===== config.mk =====
export PLATFORM = sky130hd
export DESIGN_NAME = pc_gen
export DESIGN_NICKNAME = d
export VERILOG_FILES = /design/src/rtl/pc_gen.sv
export SDC_FILE = /design/constraint.sdc
export NUM_CORES = 1
export LEC_CHECK = 0
export CAP_MARGIN = 20
export CORE_AREA = 2 2 53 55
export CTS_BUF_LIST = sky130_fd_sc_hd__clkbuf_16
export CTS_CLUSTER_DIAMETER = 40
export DETAILED_ROUTE_END_ITERATION = 8
export DIE_AREA = 0 0 55 57
export PLACE_DENSITY = 0.71
export SYNTH_ARGS = -nofsm -noshare
export SYNTH_HDL_FRONTEND = slang
export SYNTH_SLANG_ARGS = --single-unit

===== constraint.sdc =====
create_clock -name clk -period 2 [get_ports clk]
set_clock_uncertainty 0.15 [all_clocks]
set_input_delay 0.4 -clock clk [delete_from_list [all_inputs] [get_ports clk]]
set_output_delay 0.4 -clock clk [all_outputs]
set_load 0.05 [all_outputs]

===== src/rtl/pc_gen.sv =====
`default_nettype none
// ============================================================================
//  Module   : pc_gen
//  Purpose  : Fetch-stage program-counter generator with configurable width,
//             step and reset vector. Accepts redirect, return, call and jump
//             requests in fixed priority; all state changes on the falling
//             edge of clk so the PC is stable at the next rising edge.
//  Option   : PC_GEN_RAS_EN - builds the return-address stack. Without it,
//             call acts as jump, ret is ignored and the RAS flags are tied off.
//  Revision : 1.0 - initial release
// ============================================================================
module pc_gen #(
  parameter int PC_W      = 7,
  parameter int STEP      = 1,
  parameter int RESET_PC  = 0,
  parameter int RAS_DEPTH = 4
) (
  input  logic            clk,
  input  logic            rst,
  input  logic            enable,
  input  logic            redirect,
  input  logic [PC_W-1:0] redirect_pc,
  input  logic            jump,
  input  logic            call,
  input  logic [PC_W-1:0] jump_pc,
  input  logic            ret,
  output logic [PC_W-1:0] pc,
  output logic [PC_W-1:0] pc_inc,
  output logic            wrap,
  output logic            ras_empty,
  output logic            ras_full,
  output logic            ras_err
);

  localparam logic [PC_W-1:0] STEP_V      = PC_W'(STEP);
  localparam logic [PC_W-1:0] RESET_V     = PC_W'(RESET_PC);
  localparam logic [PC_W-1:0] RESET_INC_V = PC_W'(RESET_PC + STEP);

  logic [PC_W-1:0] pc_next;
  logic            seq_next;
  logic            carry;

  // pc + STEP overflows exactly when pc exceeds (2^PC_W - 1 - STEP) = ~STEP
  assign carry = (pc > ~STEP_V);

`ifdef PC_GEN_RAS_EN
  localparam int PTR_W = (RAS_DEPTH > 1) ? $clog2(RAS_DEPTH) : 1;
  localparam int CNT_W = $clog2(RAS_DEPTH + 1);
  localparam logic [PTR_W-1:0] PTR_ONE  = PTR_W'(1);
  localparam logic [CNT_W-1:0] CNT_ONE  = CNT_W'(1);
  localparam logic [CNT_W-1:0] CNT_FULL = CNT_W'(RAS_DEPTH);

  logic [PC_W-1:0]  ras_mem [RAS_DEPTH];
  logic [PTR_W-1:0] ras_top;
  logic [CNT_W-1:0] ras_cnt;
  logic             ras_err_q;
  logic             push;
  logic             pop;
  logic             ras_fault;

  assign ras_empty = (ras_cnt == '0);
  assign ras_full  = (ras_cnt == CNT_FULL);
  assign ras_err   = ras_err_q;
`else
  logic unused_cfg;
  assign unused_cfg = ret | (RAS_DEPTH < 2);
  assign ras_empty  = 1'b1;
  assign ras_full   = 1'b0;
  assign ras_err    = 1'b0;
`endif

  // Next-PC selection in strict priority: redirect, ret, call, jump, sequential
  always_comb begin
    pc_next  = pc_inc;
    seq_next = 1'b1;
`ifdef PC_GEN_RAS_EN
    push      = 1'b0;
    pop       = 1'b0;
    ras_fault = 1'b0;
`endif
    if (redirect) begin
      pc_next  = redirect_pc;
      seq_next = 1'b0;
    end
`ifdef PC_GEN_RAS_EN
    else if (ret) begin
      // An empty stack falls back to the sequential address and flags an error
      if (!ras_empty) begin
        pc_next  = ras_mem[ras_top];
        seq_next = 1'b0;
        pop      = 1'b1;
      end else begin
        ras_fault = 1'b1;
      end
    end
    else if (call) begin
      pc_next   = jump_pc;
      seq_next  = 1'b0;
      push      = 1'b1;
      ras_fault = ras_full;
    end
`endif
    else if (jump || call) begin
      pc_next  = jump_pc;
      seq_next = 1'b0;
    end
  end

  // PC, its successor and the wrap pulse, all registered on the falling edge
  always_ff @(negedge clk or negedge rst) begin
    if (!rst) begin
      pc     <= RESET_V;
      pc_inc <= RESET_INC_V;
      wrap   <= 1'b0;
    end else if (enable) begin
      pc     <= pc_next;
      pc_inc <= pc_next + STEP_V;
      wrap   <= seq_next & carry;
    end else begin
      wrap   <= 1'b0;
    end
  end

`ifdef PC_GEN_RAS_EN
  // Stack pointer, saturating occupancy count and sticky error flag
  always_ff @(negedge clk or negedge rst) begin
    if (!rst) begin
      ras_top   <= '0;
      ras_cnt   <= '0;
      ras_err_q <= 1'b0;
    end else if (enable) begin
      if (push) begin
        // When full the pointer advances onto the oldest entry, replacing it
        ras_top <= ras_top + PTR_ONE;
        if (!ras_full) ras_cnt <= ras_cnt + CNT_ONE;
      end else if (pop) begin
        ras_top <= ras_top - PTR_ONE;
        ras_cnt <= ras_cnt - CNT_ONE;
      end
      if (ras_fault) ras_err_q <= 1'b1;
    end
  end

  // Stack storage; a push writes the slot just above the current top
  always_ff @(negedge clk) begin
    if (enable && push) ras_mem[ras_top + PTR_ONE] <= pc_inc;
  end
`endif

endmodule
`default_nettype wire


; ---- Word level (Yosys, flattened, before mapping)
; Cells that the tools add are included.
; W data, S select, Z words.
[word_totals]
mem_count = 0
out_inout_bits = 18
regBits = 15
rom_bits = 0
in_bits = 21
wordCells = 12
latchBits = 0
mem_bits_rw = 0
[op_classes]
div_mod_pow = 0
shift = 0
n_addsub = 1
magnitude_cmp = 1
n_bitwise = 1
eq_ne = 0
n_mul = 0
muxes = 5
n_reduce_logical = 1
[ops]
columns = operator, n
row1 = $mux W7, 2
row2 = $add A7 B1 Y7 const B, 1
row3 = $gt A7 B7 Y1 const B, 1
row4 = $mux W1, 3
row5 = $and A1 B1 Y1, 1
row6 = $logic_or A1 B1 Y1, 1

; ---- Longest topological paths before layout
[depth]
word_depth = 5
depth_mapped = 8
mapped_depth_nobuf = 6

==> results.sh <==
export IMPL_core_area_mm2=0.00262
export IMPL_synth_top_family_by_area="simple AND/OR/NAND/NOR gates"
export IMPL_drt_first_iter_violations=41
export IMPL_ctsHtreeMaxLevel=1
export IMPL_hold_path_class="reg2reg"
export IMPL_vias_per_cell=5.26
export IMPL_cts_tree="yes"
export IMPL_area_taken_by_multi_input_logic_gates_um2=634
export IMPL_ys_seq_elements=15
export IMPL_run_status="finished, violations left"
export IMPL_timing_rr_start="pc_inc[4]"
export IMPL_r2r_slack_ns=-0.24
export IMPL_post_synthesis_compound_gate_area_fraction_pct=14.7
export IMPL_terminating_pin_of_the_worst_hold_path="pc[6]"
export IMPL_cp_data_required_time_ns=0.95
export IMPL_clk_latency_ns=0.32
export IMPL_port_buffers=34
export IMPL_design_final_nets=186
export IMPL_worstSetupStartpoint="redirect"
export IMPL_peak_fanout_along_the_critical_path=10
export IMPL_die_h_um=57
export IMPL_drive_above_1_share_pct=61.3
export IMPL_top_flip_flop_cell_by_instance_count_after_synthesis="sky130_fd_sc_hd__dfrtn_1"
export IMPL_diodes_inserted=0
export IMPL_firstDrtPassIters=4
export IMPL_die_w_um=55
export IMPL_power_density_mw_per_mm2=774
export IMPL_layout_area_overhead_vs_synth_pct=130
export IMPL_drc_errors=0
export IMPL_worst_endpoint_arrival_ns=1.83
export IMPL_timing_rr_end="pc_inc[6]"
export IMPL_violations="setup timing"
export IMPL_postSynthCellCount=87
export IMPL_setup_viol=30
export IMPL_initial_utilization_pct=34.1
export IMPL_cell_area_after_synthesis_um2=891
export IMPL_grt_max_degree=12
export IMPL_globalRouteOverflowTotal=0
export IMPL_initial_antenna_violation_count=0
export IMPL_leakagePower_nw=0.940
export IMPL_timing_setup_tns_ns=-15.80
export IMPL_nFillCells=148
export IMPL_reg2reg_depth=7
export IMPL_number_of_hold_violations_in_the_final_report=0
export IMPL_die_area_mm2=0.00314
export IMPL_yosys_area_share_xor_xnor_pct=2.95
export IMPL_report_final_slew_viol_count=0
export IMPL_synth_simple_gate_area_share_pct=20.6
export IMPL_clock_slew_at_reported_path_ffs_ns=0.04
export IMPL_synth_edf_count=0
export IMPL_via_count_of_the_first_global_routing_pass=1114
export IMPL_clk_path_buf_depth=2
export IMPL_groute_usage_overall_pct=24.1
export IMPL_detailed_place_hpwl_um=2020
export IMPL_seq_total_area_yosys_pct=42.3
export IMPL_rsz0062_at_grt="yes"
export IMPL_detailroute_via_count=1021
export IMPL_route_final_wire_length_um=3710
export IMPL_clkSinkCount=15
export IMPL_fin_ws_ns=-0.876
export IMPL_dpl_cell_count=171
export IMPL_cts_hold_buffers_added=0
export IMPL_power_mw=1.58
export IMPL_yosys_mux_area_fraction_pct=9.83
export IMPL_io_pins=39
export IMPL_hold_depth=2
export IMPL_tritoncts_num_buffers=3
export IMPL_mostFrequentLayoutCell="sky130_fd_sc_hd__buf_4"
export IMPL_detailedPlace_worstSlack_ns=-1.60
export IMPL_ff_latch_area_um2=377
export IMPL_synth_adder_area_share_pct=1.40
export IMPL_setup_worst_path_end_class="flip-flop"
export IMPL_stdcell_count=194
export IMPL_postSynthAreaPerCell_um2=10.2
export IMPL_drv_max_cap_violation_count=0
export IMPL_detail_route_wl_per_cell_um=19.1
export IMPL_placement_rows=19
export IMPL_worst_hold_startpoint="pc[6]"
export IMPL_ir_worst_vdd_uv=788
export IMPL_root_buffer_selected_by_cts="sky130_fd_sc_hd__clkbuf_16"
export IMPL_mostFrequentLayoutCells="32 x sky130_fd_sc_hd__buf_4, 19 x sky130_fd_sc_hd__buf_12, 14 x sky130_fd_sc_hd__dfrtn_1"
export IMPL_postRouteAntennaNets=0
export IMPL_asyncSetResetFlopFracSynth_pct=100
export IMPL_crit_type="in2reg"
export IMPL_synth_lib_cells_used_distinct=34
export IMPL_yosys_warnings=0
export IMPL_final_hold_worst_slack_ns=0.479
export IMPL_cp_start_kind="input port"
export IMPL_grt_first_pass_wirelength_um=5370
export IMPL_gp_routability_congestion=0.863
==> state kept, by name, summed over array words and instances (netlist names) <==
signal  count
pc          7
pc_inc      7
wrap        1
==> logic make-up after synthesis <==
family / after synthesis
adder cells (fa/ha/maj): 1
other: 2
AND/OR/NAND/NOR: 30
AO/OA/AOI/OAI: 16
XOR/XNOR: 3
buffers and inverters: 12
multiplexers: 8
flip-flops: 15
==> what timing repair did <==
action                                  CTS  global route
endpoints found under the hold margin     0             0
setup buffers                            10             9
pin swaps                                17             3
gates cloned                              1             0
endpoints found under the setup margin   30            30
resized for setup                        66            11
==> through the flow <==
stage	util [%]	cell area, um2
finish	78.3	2050
floorplan	-	921
global placement	61.1	1600
global route	78.3	2050
CTS	74.0	1940
detailed placement	61.1	1600
==> worst max-delay path, stage by stage <==
cell and delay, ns:
sky130_fd_sc_hd__buf_12 0.12, sky130_fd_sc_hd__or4b_4 0.54, sky130_fd_sc_hd__o311a_1 0.15, sky130_fd_sc_hd__buf_6 0.15, sky130_fd_sc_hd__o31ai_1 0.32, sky130_fd_sc_hd__a31oi_1 0.15
==> routing by layer <==
metal  part of all wire (%)  GRT usage (%)
met3                    5.2           3.40
met5                      0              0
met2                     53           43.0
met1                     39           27.2
met4                    3.3           10.8
==> cell type report <==
cell class                      instances  area share [%]
Timing Repair Buffer                   78            43.9
Multi-Input combinational cell         61            31.0
Sequential cell                        15            18.4
Clock buffer                            3            3.67
Tap cell                               31            1.89
Inverter                                4           0.733
Clock inverter                          2           0.428
==> Yosys cell counts, types with 2 or more instances <==
cell type	number	area, um2
sky130_fd_sc_hd__mux2i_1	2	20.0
sky130_fd_sc_hd__or4_1	4	30.0
sky130_fd_sc_hd__o311a_1	4	40.0
sky130_fd_sc_hd__a21oi_1	3	15.0
sky130_fd_sc_hd__nand3_1	2	10.0
sky130_fd_sc_hd__nand2b_1	2	12.5
sky130_fd_sc_hd__xnor2_1	3	26.3
sky130_fd_sc_hd__inv_1	5	18.8
sky130_fd_sc_hd__dfrtn_1	14	350
sky130_fd_sc_hd__buf_4	3	22.5
sky130_fd_sc_hd__nor2_1	4	15.0
sky130_fd_sc_hd__o21ai_0	4	20.0
sky130_fd_sc_hd__nand4_1	2	12.5
sky130_fd_sc_hd__conb_1	2	7.51
sky130_fd_sc_hd__nand2_1	8	30.0
sky130_fd_sc_hd__clkbuf_1	2	7.51
sky130_fd_sc_hd__mux2_2	6	67.6
==> where the power goes <==
group,leakage (nW),switching [mW],internal [mW],total (mW)
Combinational,0.721,0.361,0.419,0.780
Clock,0.0424,0.133,0.269,0.402
Sequential,0.177,0.0488,0.353,0.402
==> how the worst max path moves through the flow <==
stage                            to  slack [ns]  cells after the start
after floorplan           pc_inc[6]       -1.01                      6
after global placement    pc_inc[6]       -1.51                      6
after detailed placement  pc_inc[6]       -1.60                      7
after CTS                 pc_inc[6]       -0.79                      6
after global routing      pc_inc[6]       -0.95                      6
final                     pc_inc[6]       -0.88                      6
Power figures use the tool's default switching activity.
